**src/rtl/stopwatch_pkg.sv**
```systemverilog
// Shared definitions for the stopwatch time-keeping core and the display stage.
// Digit indices here must stay aligned with the display's blink selection.
package stopwatch_pkg;

    typedef enum logic [1:0] {
        ST_RUN    = 2'd0,
        ST_PAUSED = 2'd1,
        ST_ADJUST = 2'd2
    } state_t;

    localparam logic [1:0] DIG_SEC_ONES = 2'd0;
    localparam logic [1:0] DIG_SEC_TENS = 2'd1;
    localparam logic [1:0] DIG_MIN_ONES = 2'd2;
    localparam logic [1:0] DIG_MIN_TENS = 2'd3;

    localparam logic [3:0] ONES_MAX = 4'd9;

endpackage

```
**src/rtl/mod_digit_counter.sv**
```systemverilog
// One BCD digit: wraps at MAX, carry-out flags an enabled wrap.
module mod_digit_counter #(
    parameter logic [3:0] MAX = 4'd9
) (
    input  logic       clk,
    input  logic       rst,
    input  logic       clr,
    input  logic       en,
    output logic [3:0] value,
    output logic       carry
);

    logic [3:0] value_q;
    logic [3:0] value_d;

    // A glitched value above MAX restarts at 0 on its next increment.
    always_comb begin
        value_d = value_q;
        if (clr) begin
            value_d = 4'd0;
        end else if (en) begin
            value_d = (value_q >= MAX) ? 4'd0 : value_q + 4'd1;
        end
    end

    always_ff @(posedge clk or posedge rst) begin
        if (rst) begin
            value_q <= 4'd0;
        end else begin
            value_q <= value_d;
        end
    end

    assign value = value_q;
    assign carry = en & (value_q == MAX);

endmodule

```
**src/rtl/stopwatch_counter.sv**
```systemverilog
// Stopwatch mm:ss core: run/pause/adjust control over four BCD digit counters.
module stopwatch_counter
    import stopwatch_pkg::*;
#(
    parameter logic [3:0] SEC_TENS_MAX  = 4'd5,
    parameter logic [3:0] MIN_TENS_MAX  = 4'd5,
    parameter bit         START_RUNNING = 1'b1
) (
    input  logic       clk,
    input  logic       rst,
    input  logic       tick_1hz,
    input  logic       tick_2hz,
    input  logic       pause_p,
    input  logic       clr_p,
    input  logic       adj,
    input  logic [1:0] adj_sel,
    output logic [3:0] sec_ones,
    output logic [3:0] sec_tens,
    output logic [3:0] min_ones,
    output logic [3:0] min_tens,
    output logic       running,
    output logic       rollover
);

    localparam state_t RESET_STATE = START_RUNNING ? ST_RUN : ST_PAUSED;

    state_t state_q, state_d;
    state_t resume_q, resume_d;
    logic   rollover_q, rollover_d;

    logic run_adv, adj_adv;
    logic en_so, en_st, en_mo, en_mt;
    logic carry_so, carry_st, carry_mo, carry_mt;

    always_ff @(posedge clk or posedge rst) begin
        if (rst) begin
            state_q    <= RESET_STATE;
            resume_q   <= RESET_STATE;
            rollover_q <= 1'b0;
        end else begin
            state_q    <= state_d;
            resume_q   <= resume_d;
            rollover_q <= rollover_d;
        end
    end

    // A clear holds the state; adj entry has priority over pause_p.
    always_comb begin
        state_d  = state_q;
        resume_d = resume_q;
        if (!clr_p) begin
            case (state_q)
                ST_RUN: begin
                    if (adj) begin
                        state_d  = ST_ADJUST;
                        resume_d = ST_RUN;
                    end else if (pause_p) begin
                        state_d = ST_PAUSED;
                    end
                end
                ST_PAUSED: begin
                    if (adj) begin
                        state_d  = ST_ADJUST;
                        resume_d = ST_PAUSED;
                    end else if (pause_p) begin
                        state_d = ST_RUN;
                    end
                end
                ST_ADJUST: begin
                    if (!adj) begin
                        state_d = resume_q;
                    end
                end
                default: state_d = RESET_STATE;
            endcase
        end
    end

    // RUN uses the carry chain; ADJUST bumps only the selected digit.
    always_comb begin
        run_adv = (state_q == ST_RUN) && !adj && tick_1hz && !clr_p;
        adj_adv = (state_q == ST_ADJUST) && adj && tick_2hz && !clr_p;
        en_so   = run_adv | (adj_adv && (adj_sel == DIG_SEC_ONES));
        en_st   = run_adv ? carry_so : (adj_adv && (adj_sel == DIG_SEC_TENS));
        en_mo   = run_adv ? carry_st : (adj_adv && (adj_sel == DIG_MIN_ONES));
        en_mt   = run_adv ? carry_mo : (adj_adv && (adj_sel == DIG_MIN_TENS));
        rollover_d = run_adv & carry_mt;
    end

    mod_digit_counter #(.MAX(ONES_MAX)) u_sec_ones (
        .clk(clk), .rst(rst), .clr(clr_p), .en(en_so), .value(sec_ones), .carry(carry_so)
    );
    mod_digit_counter #(.MAX(SEC_TENS_MAX)) u_sec_tens (
        .clk(clk), .rst(rst), .clr(clr_p), .en(en_st), .value(sec_tens), .carry(carry_st)
    );
    mod_digit_counter #(.MAX(ONES_MAX)) u_min_ones (
        .clk(clk), .rst(rst), .clr(clr_p), .en(en_mo), .value(min_ones), .carry(carry_mo)
    );
    mod_digit_counter #(.MAX(MIN_TENS_MAX)) u_min_tens (
        .clk(clk), .rst(rst), .clr(clr_p), .en(en_mt), .value(min_tens), .carry(carry_mt)
    );

    assign running  = (state_q == ST_RUN);
    assign rollover = rollover_q;

endmodule

```
**config.mk**
```make
export PLATFORM = sky130hd
export DESIGN_NAME = stopwatch_counter
export DESIGN_NICKNAME = d
export VERILOG_FILES = /design/src/rtl/stopwatch_pkg.sv /design/src/rtl/mod_digit_counter.sv /design/src/rtl/stopwatch_counter.sv
export SDC_FILE = /design/constraint.sdc
export NUM_CORES = 1
export LEC_CHECK = 0
export CAP_MARGIN = 30
export CELL_PAD_IN_SITES_DETAIL_PLACEMENT = 1
export CELL_PAD_IN_SITES_GLOBAL_PLACEMENT = 2
export CORE_UTILIZATION = 25
export CTS_CLUSTER_DIAMETER = 80
export DETAILED_ROUTE_END_ITERATION = 10
export MAX_ROUTING_LAYER = met4
export PLACE_DENSITY_LB_ADDON = 0.25
export SLEW_MARGIN = 20
export SYNTH_ARGS = -nofsm -noshare
export SYNTH_HDL_FRONTEND = slang
export SYNTH_SLANG_ARGS = --single-unit
```
**constraint.sdc**
```tcl
create_clock -name clk -period 4.21 [get_ports clk]
set_input_delay 1.0525 -clock clk [delete_from_list [all_inputs] [get_ports clk]]
set_output_delay 1.0525 -clock clk [all_outputs]
set_load 0.02 [all_outputs]
```
# [Word level (Yosys, flattened, before mapping)]
# Cells that the tools add are included.
[totals] reg_bits=21 input_bits=9 output_inout_bits=18 elab_cells=81
[op_classes] n_reduce_logical=21 order_cmp=4 bitwise_logic=7 add_sub_neg=4 n_eq_ne=14 n_mux=24
[op_table] op="$mux W4" count=12
[op_table] op="$add A4 B1 Y4 const B" count=4
[op_table] op="$mux W2" count=7
[op_table] op="$logic_and A1 B1 Y1" count=10
[op_table] op="$reduce_bool A2 Y1" count=5
[op_table] op="$eq A4 B3 Y1 const B" count=2
[op_table] op="$eq A4 B4 Y1 const B" count=2
[op_table] op="$ge A4 B3 Y1 const B" count=2
[op_table] op="$ge A4 B4 Y1 const B" count=2
[op_table] op="$reduce_and A4 Y1" count=2
[op_table] op="$eq A2 B2 Y1 const B" count=3
[op_table] op="$ne A2 B2 Y1 const B" count=3
[op_table] op="$ne A3 B3 Y1 const B" count=2
[op_table] op="$pmux W2 S3" count=1
[op_table] op="$and A1 B1 Y1" count=5
[op_table] op="$eq A2 B1 Y1 const B" count=2
[op_table] op="$logic_not A2 Y1" count=2
[op_table] op="$pmux W2 S2" count=1
[op_table] op="$mux W1" count=3
[op_table] op="$logic_not A1 Y1" count=2
[op_table] op="$not A1 Y1" count=1
[op_table] op="$or A1 B1 Y1" count=1

# [Depth between registers and ports, before layout]
[depth] ltp_word=14 depth_mapped=7 ltp_nobuf=7

# [Hierarchy]
# A second synthesis with hierarchy kept.
[hier_totals] cells_unflattened=143 hier_area_um2=1410.1
[modules_own_cells] mod="mod_digit_counter at u_min_tens ..." cells_per_inst=27 seq_area_each_um2=100.1 area_per_inst_um2=282.8 instances=2
[modules_own_cells] mod="mod_digit_counter at u_min_ones ..." cells_per_inst=29 seq_area_each_um2=100.1 area_per_inst_um2=281.5 instances=2
[modules_own_cells] mod="stopwatch_counter" cells_per_inst=31 seq_area_each_um2=100.1 area_per_inst_um2=281.5 instances=1

# [Least setup slack after synthesis]
# Ideal clock, no wire load.
[synth_timing] path_kind="input to register" from="input adj" to="register rollover_q (netlist: rollover)" required_time_ns=4.116 path_buffers=0 arrival_time_ns=2.611 path_stages=4 setup_ns=0.094 setup_slack_ns=1.505 cell_sequence="or4b_4 or4_4 o32ai_4 nor4b_4"
[synth_via] elab_chain_len=13 elab_cells_between_ends=20 classes_between="mux (3); bitwise (6); reduce/logical (11)"
[synth_rtl] item="start, declared" line_no="stopwatch_counter.sv:15" rtl="input logic adj,"
[synth_rtl] item="$logic_not A1 Y1 or $logic_and A1 B1 Y1 (tied branches)" line_no="stopwatch_counter.sv:81, stopwatch_counter.sv:82"
[synth_rtl] item="$logic_and A1 B1 Y1, on equally long branches (2 in a row)" line_no="stopwatch_counter.sv:81, stopwatch_counter.sv:82"
[synth_rtl] item="$logic_and A1 B1 Y1, on equally long branches" line_no="stopwatch_counter.sv:81, stopwatch_counter.sv:83"
[synth_rtl] item="$or A1 B1 Y1" line_no="stopwatch_counter.sv:83" rtl="en_so = run_adv | (adj_adv && (adj_sel == DIG_SEC_ONES));"
[synth_rtl] item="$and A1 B1 Y1" line_no="mod_digit_counter.sv:35" rtl="assign carry = en & (value_q == MAX);"
[synth_rtl] item="$mux W1" line_no="stopwatch_counter.sv:84" rtl="en_st = run_adv ? carry_so : (adj_adv && (adj_sel == DIG_SEC_TENS));"
[synth_rtl] item="$and A1 B1 Y1" line_no="mod_digit_counter.sv:35"
[synth_rtl] item="$mux W1" line_no="stopwatch_counter.sv:85" rtl="en_mo = run_adv ? carry_st : (adj_adv && (adj_sel == DIG_MIN_ONES));"
[synth_rtl] item="$and A1 B1 Y1" line_no="mod_digit_counter.sv:35"
[synth_rtl] item="$mux W1" line_no="stopwatch_counter.sv:86" rtl="en_mt = run_adv ? carry_mo : (adj_adv && (adj_sel == DIG_MIN_TENS));"
[synth_rtl] item="$and A1 B1 Y1" line_no="mod_digit_counter.sv:35"
[synth_rtl] item="$and A1 B1 Y1 *" line_no="stopwatch_counter.sv:87" rtl="rollover_d = run_adv & carry_mt;"
[synth_rtl] item="named net rollover_d" line_no="stopwatch_counter.sv:29" rtl="logic rollover_q, rollover_d;"
[synth_rtl] item="end signal, assigned" line_no="stopwatch_counter.sv:43" rtl="rollover_q <= rollover_d;"
[synth_rtl] item="end, declared" line_no="stopwatch_counter.sv:29"
# Mark *: on every way through the listed nets, which the timed path passes. The rest lies on a longest branch.
# A chain may end at the register's enable or synchronous reset.

# [Worst setup path in the final report]
# Same ends and word-level chain as after synthesis.

==> summary.md <==
| Metric | Value |
|---|---|
| Status | finished, final reports clean |
| Max Cap Viol | 0 |
| Io pins | 27 |
| Worst EP required | approximately 4.4 ns |
| Vias/cell | between 4 and 5 |
| DIE AREA | about 5600 sq um |
| Flop and latch count out of synthesis | 20 |
| Crit share post-route | 0.734 |
| Clk root buf | clkbuf_8 |
| Max Clock Skew | ~0.0024 ns |
| Setup Crit Path Kind | in2reg |
| H-tree levels | 1 |
| Place WS | around 0.84 ns |
| Clock Path Buffers | 2 |
| First-pass GRT wire length | a little under 6000 um |
| R2r startpoint | state_q[1] |
| Largest net degree at the start of global routing | 21 |
| Post-Synthesis Cells | 139 |
| Post-CTS Hold Buffers | 0 |
| Peak VDD IR | about 0.099 mV |
| Post-synth design cell area | ~1300 sq um |
| Placed cell areas | roughly 1700 sq um |
| Hold path endpoint | resume_q[0] |
| Max Fclk | ~320 MHz |
| Most common cell after layout, fill and taps aside | clkdlybuf4s50_1 |
| Period minus WS final | just over 3 ns |
| Core Region | just over 5000 sq um |
| Worst slew margin | 0.591 |
| Global placer's final weighted congestion | slightly above 0.8 |
| Asr flop ratio synth | 1.00 |
| # setup viols final | 0 |
| Final ANT Viol Nets | 0 |
| Port bufs | 26 |
| RSZ-0062 raised after global routing | no |
| Setup tns final | 0 ns |
| DRT iter0 DRCs | 31 |
| Average wire per standard cell | 14.5 um |
| Syn nets | 160 |
| Seq/Total Area, Yosys | 0.376 |
| Syn-to-layout area delta | 30.0% |
| Initial Utilization | 0.260 |
| Nets | 189 |
| Hold path cells | 1 |
| Synth unique cells | 38 |
| Syn_area_per_cell | about 9.6 sq um |
| Total iterations of the first detailed-routing run | 4 |
| Design Area, Final | 1730 sq um |
| Worst slew pin tran | 0.614 ns |
| Number of global-route vias before repair | 1,181 |
| Commonest cells after routing, fill and taps aside | clkdlybuf4s50_1, dfrtp_1, nand2_1 |
| Pwr Density | roughly 270 nW/um^2 |
| CTS resizes | 0 |
| Number of flops mapped to enable cells by yosys | 0 |
| Critical R2R Capture | rollover |
| Crit. End Element | flop |
| Gr ovfl total | 0 |
| Synth Flop Type | dfrtp_1 |
| Initial antenna violation count | 0 |
| Max-slew violation count | 0 |
| Critical Path Fanout Max | 9 |
| Hold Crit Class | reg2reg |
| Clk sinks | 20 |
| Chip width | 74.9 um |
| TritonCTS clock tree | built |
| Clock Latency Late Sink | 0.26 ns |
| Fraction of layout cells with a size suffix above 1 | 0.0659 |
| Reg clk slew, reported paths | 0.08 ns |
| Hold Crit Start | resume_q[0] |
| Routed vias | around 1,200 |
| DRC viols | 0 |
| R2r setup slk | around 1.9 ns |
| HPWL Detailed | roughly 2600 um |
| Site Rows | 26 |
| Ys Warns | 0 |
| Nature of the critical path startpoint | input port |
| Reg2Reg Depth | 4 |
| Arr. time, crit path | roughly 3.3 ns |
| Num CTS Buffers | 3 |
| N_diodes | 0 |
| Static Leak | approximately 0.75 nW |
| Tot GR Track Use | 0.142 |
| Final Hold Vio Count | 0 |
| WL final | about 3400 um |
| Final worst slack | approximately 1.1 ns |
| Post-CTS setup buffer count | 0 |
| Chip height | around 75 um |
## power by group
part           total [mW]  switching, mW  internal (mW)
Clock               0.153         0.0699         0.0834
Combinational      0.0886         0.0474         0.0412
Sequential          0.217         0.0144          0.202
Total               0.459          0.132          0.327
## routing by layer
metal | track usage | wire, um
met1 | 0.181 | 1570
met3 | 0.0268 | 95
met4 | 0.0587 | 65
met2 | 0.221 | 1700
met5 | - | 0
## layout make-up
class	count	area (sq um)
Sequential cell	20	500
Clock buffer	4	55.1
Inverter	14	52.6
Multi-Input combinational cell	101	751
Tap cell	70	87.6
Fill cell	599	3380
Timing Repair Buffer	28	283
## sequential cells by signal, indices dropped and copies added, names as in the netlist
name / count
u_sec_tens.value: 4
rollover: 1
resume_q: 1
state_q: 2
u_sec_ones.value: 4
u_min_ones.value: 4
u_min_tens.value: 4
## through the flow
step | util | total power [mW] | hold WS, ns | instances
after floorplan | - | 0.274 | 0.480 | 139
after global placement | 0.325 | 0.306 | 0.498 | 232
after detailed placement | 0.325 | 0.309 | 0.501 | 232
after CTS | 0.336 | 0.465 | 0.519 | 236
after global routing | 0.339 | 0.489 | 0.547 | 237
final | 0.339 | 0.459 | 0.516 | 237
## synth_stat cells, types with 4 or more instances
cell,count,area (sq um)
dfrtp_1,20,500
nand2_1,15,56.3
inv_1,14,52.6
ha_1,12,150
nand3_1,9,45.0
nor2b_1,6,37.5
o21ai_0,6,30.0
o31ai_1,6,45.0
a21oi_1,4,20.0
nand2b_1,4,25.0
nor2_1,4,15.0
o22ai_1,4,25.0
## cell families after synthesis
logic type	count (synthesis)	share of synthesized area
muxes	3	0.0235
AOI/OAI and AO/OA	33	0.186
DFF	20	0.376
adders and majority gates	12	0.113
buffers and inverters	18	0.0593
and+or+nand+nor	53	0.242
## critical path, cell delays in order
cell and delay (ns):
clkdlybuf4s50_1 0.51, or4b_4 0.56, or4_4 0.51, o32ai_4 0.38
nor4b_4 0.26
## how the worst max path moves through the flow
stage / startpoint / endpoint / slack (ns) / cells after the start
finish: adj / rollover / 1.12 / 5
CTS: adj / rollover / 1.13 / 5
detailed placement: adj / u_min_tens.value[2] / 0.84 / 6
floorplan: adj / rollover / 1.51 / 4
global route: clr_p / u_min_tens.value[2] / 0.93 / 6
global placement: adj / rollover / 0.91 / 5
Power figures use the tool's default switching activity.
==> edit 1: new RTL, config.mk and constraints unchanged <==
The 3 states of `state_t` get a one-hot encoding in 3 bits.
--- a/src/rtl/stopwatch_pkg.sv
+++ b/src/rtl/stopwatch_pkg.sv
@@ -2,10 +2,10 @@
 // Digit indices here must stay aligned with the display's blink selection.
 package stopwatch_pkg;
 
-    typedef enum logic [1:0] {
-        ST_RUN    = 2'd0,
-        ST_PAUSED = 2'd1,
-        ST_ADJUST = 2'd2
+    typedef enum logic [2:0] {
+        ST_RUN    = 3'b001,
+        ST_PAUSED = 3'b010,
+        ST_ADJUST = 3'b100
     } state_t;
 
     localparam logic [1:0] DIG_SEC_ONES = 2'd0;
Behaviour: same outputs for any inputs over 10 cycles, from zero or initial values and one cycle with rst high; not proved beyond that.
==> edit 1 against the original RTL <==
- clock skew increased by 2.6 ps
- worst hold slack worse by 19 ps
- first-iteration DRC count rose by 9.7%
- wire length is 16% higher
- sequential share of layout area rose by 0.059 points
- final area rose by 10%
- setup slack improved by 130 ps
- sequential cell count grew 2
- cell count rose by 7.6%
- register-to-register slack better by 170 ps
- synthesized area is 12% higher
- via count is 9.6% higher
Power is not compared: it rests on default switching activity, and its combinational part moved more than twofold at a synthesized area within 25%.
==> edit 1: results (changes against the original RTL) <==
status: "completed"
fin_cells: 255  # +7.6%
clk_latency_ps: 270
synth.top_cells.by_count: "20 x dfrtp_1, 15 x inv_1, 13 x nor2_1"
grt_use_met2_pct: 24.2  # +2.1 points
r2r_slack_ps: 2070  # +170 ps
r2r-end: "u_sec_tens.value[1]$_DFFE_PP0P_"
met3_usage_pct: 3.22  # +0.54 points
crit_slowest_cell: "clkdlybuf4s50_1"
grt_pass1_wl_um: 6680  # +16%
fin_skew_ps: 5.02  # +2.57 ps
routabilityCongestion: 0.724  # -11%
cpPeakStageDelay_ps: 690  # +130 ps
synth_nets: 176  # +10%
synthAdderAreaFrac_pct: 10.1  # -1.2 points
crit_end: "u_min_tens.value[2]$_DFFE_PP0P_"
tightestPinTransition_ps: 592  # -21.8 ps
reg2reg_depth: 5  # +1
avgRoutedWirePerCell_um: 15.6  # +8.0%
drt-met1-wl_um: 1860  # +19%
drive_gt1_share_pct: 9.29  # +2.7 points
grt_use_total_pct: 14.1  # -0.13 points
critPathArrivalTime_ps: 3130  # -140 ps
post-place-cells: 251  # +8.2%
viasPerCell: 4.95  # +1.8%
cp_max_fo: 13  # +4
grt_pass1_vias: 1359  # +15%
synth_seq_area_share_pct: 37.2  # -0.39 points
grt_max_degree: 15  # -29%
cp-startpoint: "clr_p"
r2r-start: "state_q[0]$_DFFE_PP1P_"
min_path_cells: 2  # +1
synthTopCellsByArea: "dfrtp_1 34%, ha_1 10%, mux2i_1 4.7%"
met3_length_um: 144  # +52%
muxShareOfSynthArea_pct: 5.48  # +3.1 points
worstHoldStart: "resume_q[0]$_DFFE_PP1P_"
routed-wl-met2_um: 1960  # +15%
edit 1: changes by cell type after synthesis, sizes merged, moves of 3 or more:
cell	before	now
mux2i	2	7
nand2	15	5
nand2b	4	7
nand3	9	6
nor2	4	13
nor2b	6	1
nor3	0	3
nor3b	1	5
o21ai	6	11
o22ai	4	0
o31ai	6	2
edit 1: final cells by class:
class                           count  area, um2  area share, %
Tap cell                           72       90.1           4.72
Sequential cell                    22        553           29.0
Inverter                           15       56.3           2.95
Multi-Input combinational cell    114        857           44.9
Timing Repair Buffer               28        295           15.5
Clock buffer                        4       55.1           2.89
edit 1: metrics by stage:
stage	power [mW]	setup slack, ps	hold WS (ps)	area, um2	utilization [%]
2_1_floorplan	0.438	1870	459	1490	-
3_3_place_gp	0.518	999	478	1820	32.5
3_5_place_dp	0.524	949	488	1850	33.0
4_1_cts	0.690	1210	504	1910	34.0
5_1_grt	0.724	950	528	1910	34.0
6_report	0.676	1250	498	1910	34.0
==> edit 2: new RTL, config.mk and constraints unchanged <==
Without the edit above. The parameter `START_RUNNING` goes from 1'b1 to 1'b0.
--- a/src/rtl/stopwatch_counter.sv
+++ b/src/rtl/stopwatch_counter.sv
@@ -4,7 +4,7 @@
 #(
     parameter logic [3:0] SEC_TENS_MAX  = 4'd5,
     parameter logic [3:0] MIN_TENS_MAX  = 4'd5,
-    parameter bit         START_RUNNING = 1'b1
+    parameter bit         START_RUNNING = 1'b0
 ) (
     input  logic       clk,
     input  logic       rst,
Check against the original RTL: not equivalent (a bounded check fails within 4 cycles, from zero or initial values and one cycle with rst high).
==> edit 2 against the original RTL <==
- total power grew 11%
- wire length down 3.3%
- via count grew 0.17%
- largest power group unchanged
- setup slack improved by 350 ps
- count of clock-buffer cells in the layout stayed put
- sequential share of layout area is essentially flat
- synthesized area increased by 1.2%
- sequential cell count stayed put
- sequential power increased by 11%
- final area increased by 0.51%
==> edit 2: results (changes against the original RTL) <==
viasPerCell: 4.76  # -1.9%
grt_pass1_wl_um: 5730  # -0.49%
multi_input_gates: 107  # +5.9%
critPathArrivalTime_ps: 2880  # -390 ps
max_freq_mhz: 365  # +13%
synth_seq_area_share_pct: 37.4  # -0.27 points
drive_gt1_share_pct: 8.14  # +1.6 points
fillers: 630  # +5.2%
p_per_area_nw_per_um2: 292  # +10%
clk_share_pct: 3.17  # -0.016 points
avgRoutedWirePerCell_um: 13.7  # -5.3%
cp_max_fo: 8  # -1
multi_input_area_share_pct: 44.4  # +1.0 points
crit_end: "u_min_ones.value[2]$_DFFE_PP0P_"
routabilityCongestion: 0.784  # -3.9%
fin_skew_ps: 8.93  # +6.48 ps
hpwl_um: 2590  # -2.0%
dpl_worst_slack_ps: 1170  # +328 ps
drtIter0Drc: 37  # +19%
cellLeakagePower_nw: 0.771  # +3.4%
cpPeakStageDelay_ps: 620  # +60 ps
routed_wl_um: 3320  # -3.3%
min_path_cells: 2  # +1
synth_compound_gate_area_share_pct: 17.8  # -0.78 points
status: "completed"
muxShareOfSynthArea_pct: 2.32  # -0.028 points
grt_pass1_vias: 1157  # -2.0%
cp-startpoint: "clr_p"
relSlewSlack_pct: 44.4  # -15 points
sh_seq_area_pct: 28.9  # about the same
synth.top_cells.by_count: "18 x dfrtp_1, 14 x inv_1, 13 x nand2_1"
synthTopCellsByArea: "dfrtp_1 33%, ha_1 11%, dfstp_2 3.9%"
grt_use_total_pct: 13.5  # -0.72 points
synthCells: 144  # +3.6%
synth_nets: 165  # +3.1%
seqPwrFrac_pct: 47.5  # +0.3 points
r2r-start: "state_q[0]$_DFFE_PP1P_"
swShare_pct: 29.9  # +1.2 points
max-vdd-ir-drop_uv: 116  # +18%
crit_slowest_cell: "clkdlybuf4s50_1"
clkPwrFrac_pct: 29.5  # -3.9 points
nNonClkBuffers: 27  # -3.6%
multi_input_area_um2: 772  # +2.8%
reg2reg_depth: 5  # +1
synth_cell_type_count: 41  # +7.9%
synthAdderAreaFrac_pct: 11.2  # -0.14 points
cp_top_family: "compound AO/OA/AOI/OAI gates"
period_share_pct: 65.1  # -8.3 points
edit 2: worst min path at each step:
stage,from,end,slack [ps]
2_1_floorplan,state_q[0]$_DFFE_PP1P_,state_q[0]$_DFFE_PP1P_,540
3_5_place_dp,u_sec_ones.value[3]$_DFFE_PP0P_,u_sec_ones.value[3]$_DFFE_PP0P_,580
6_report,u_sec_ones.value[3]$_DFFE_PP0P_,u_sec_ones.value[3]$_DFFE_PP0P_,580
4_1_cts,resume_q[0]$_DFFE_PP1P_,state_q[0]$_DFFE_PP1P_,600
5_1_grt,u_sec_ones.value[3]$_DFFE_PP0P_,u_sec_ones.value[3]$_DFFE_PP0P_,640
3_3_place_gp,u_sec_ones.value[3]$_DFFE_PP0P_,u_sec_ones.value[3]$_DFFE_PP0P_,560
edit 2: per-layer routing:
metal	vias to the layer above	track usage, %	share of wire, %
li1	573	-	-
met1	557	17.5	49
met2	19	22.0	47
met3	4	1.98	3.4
met4	0	3.70	0.93
met5	-	-	0
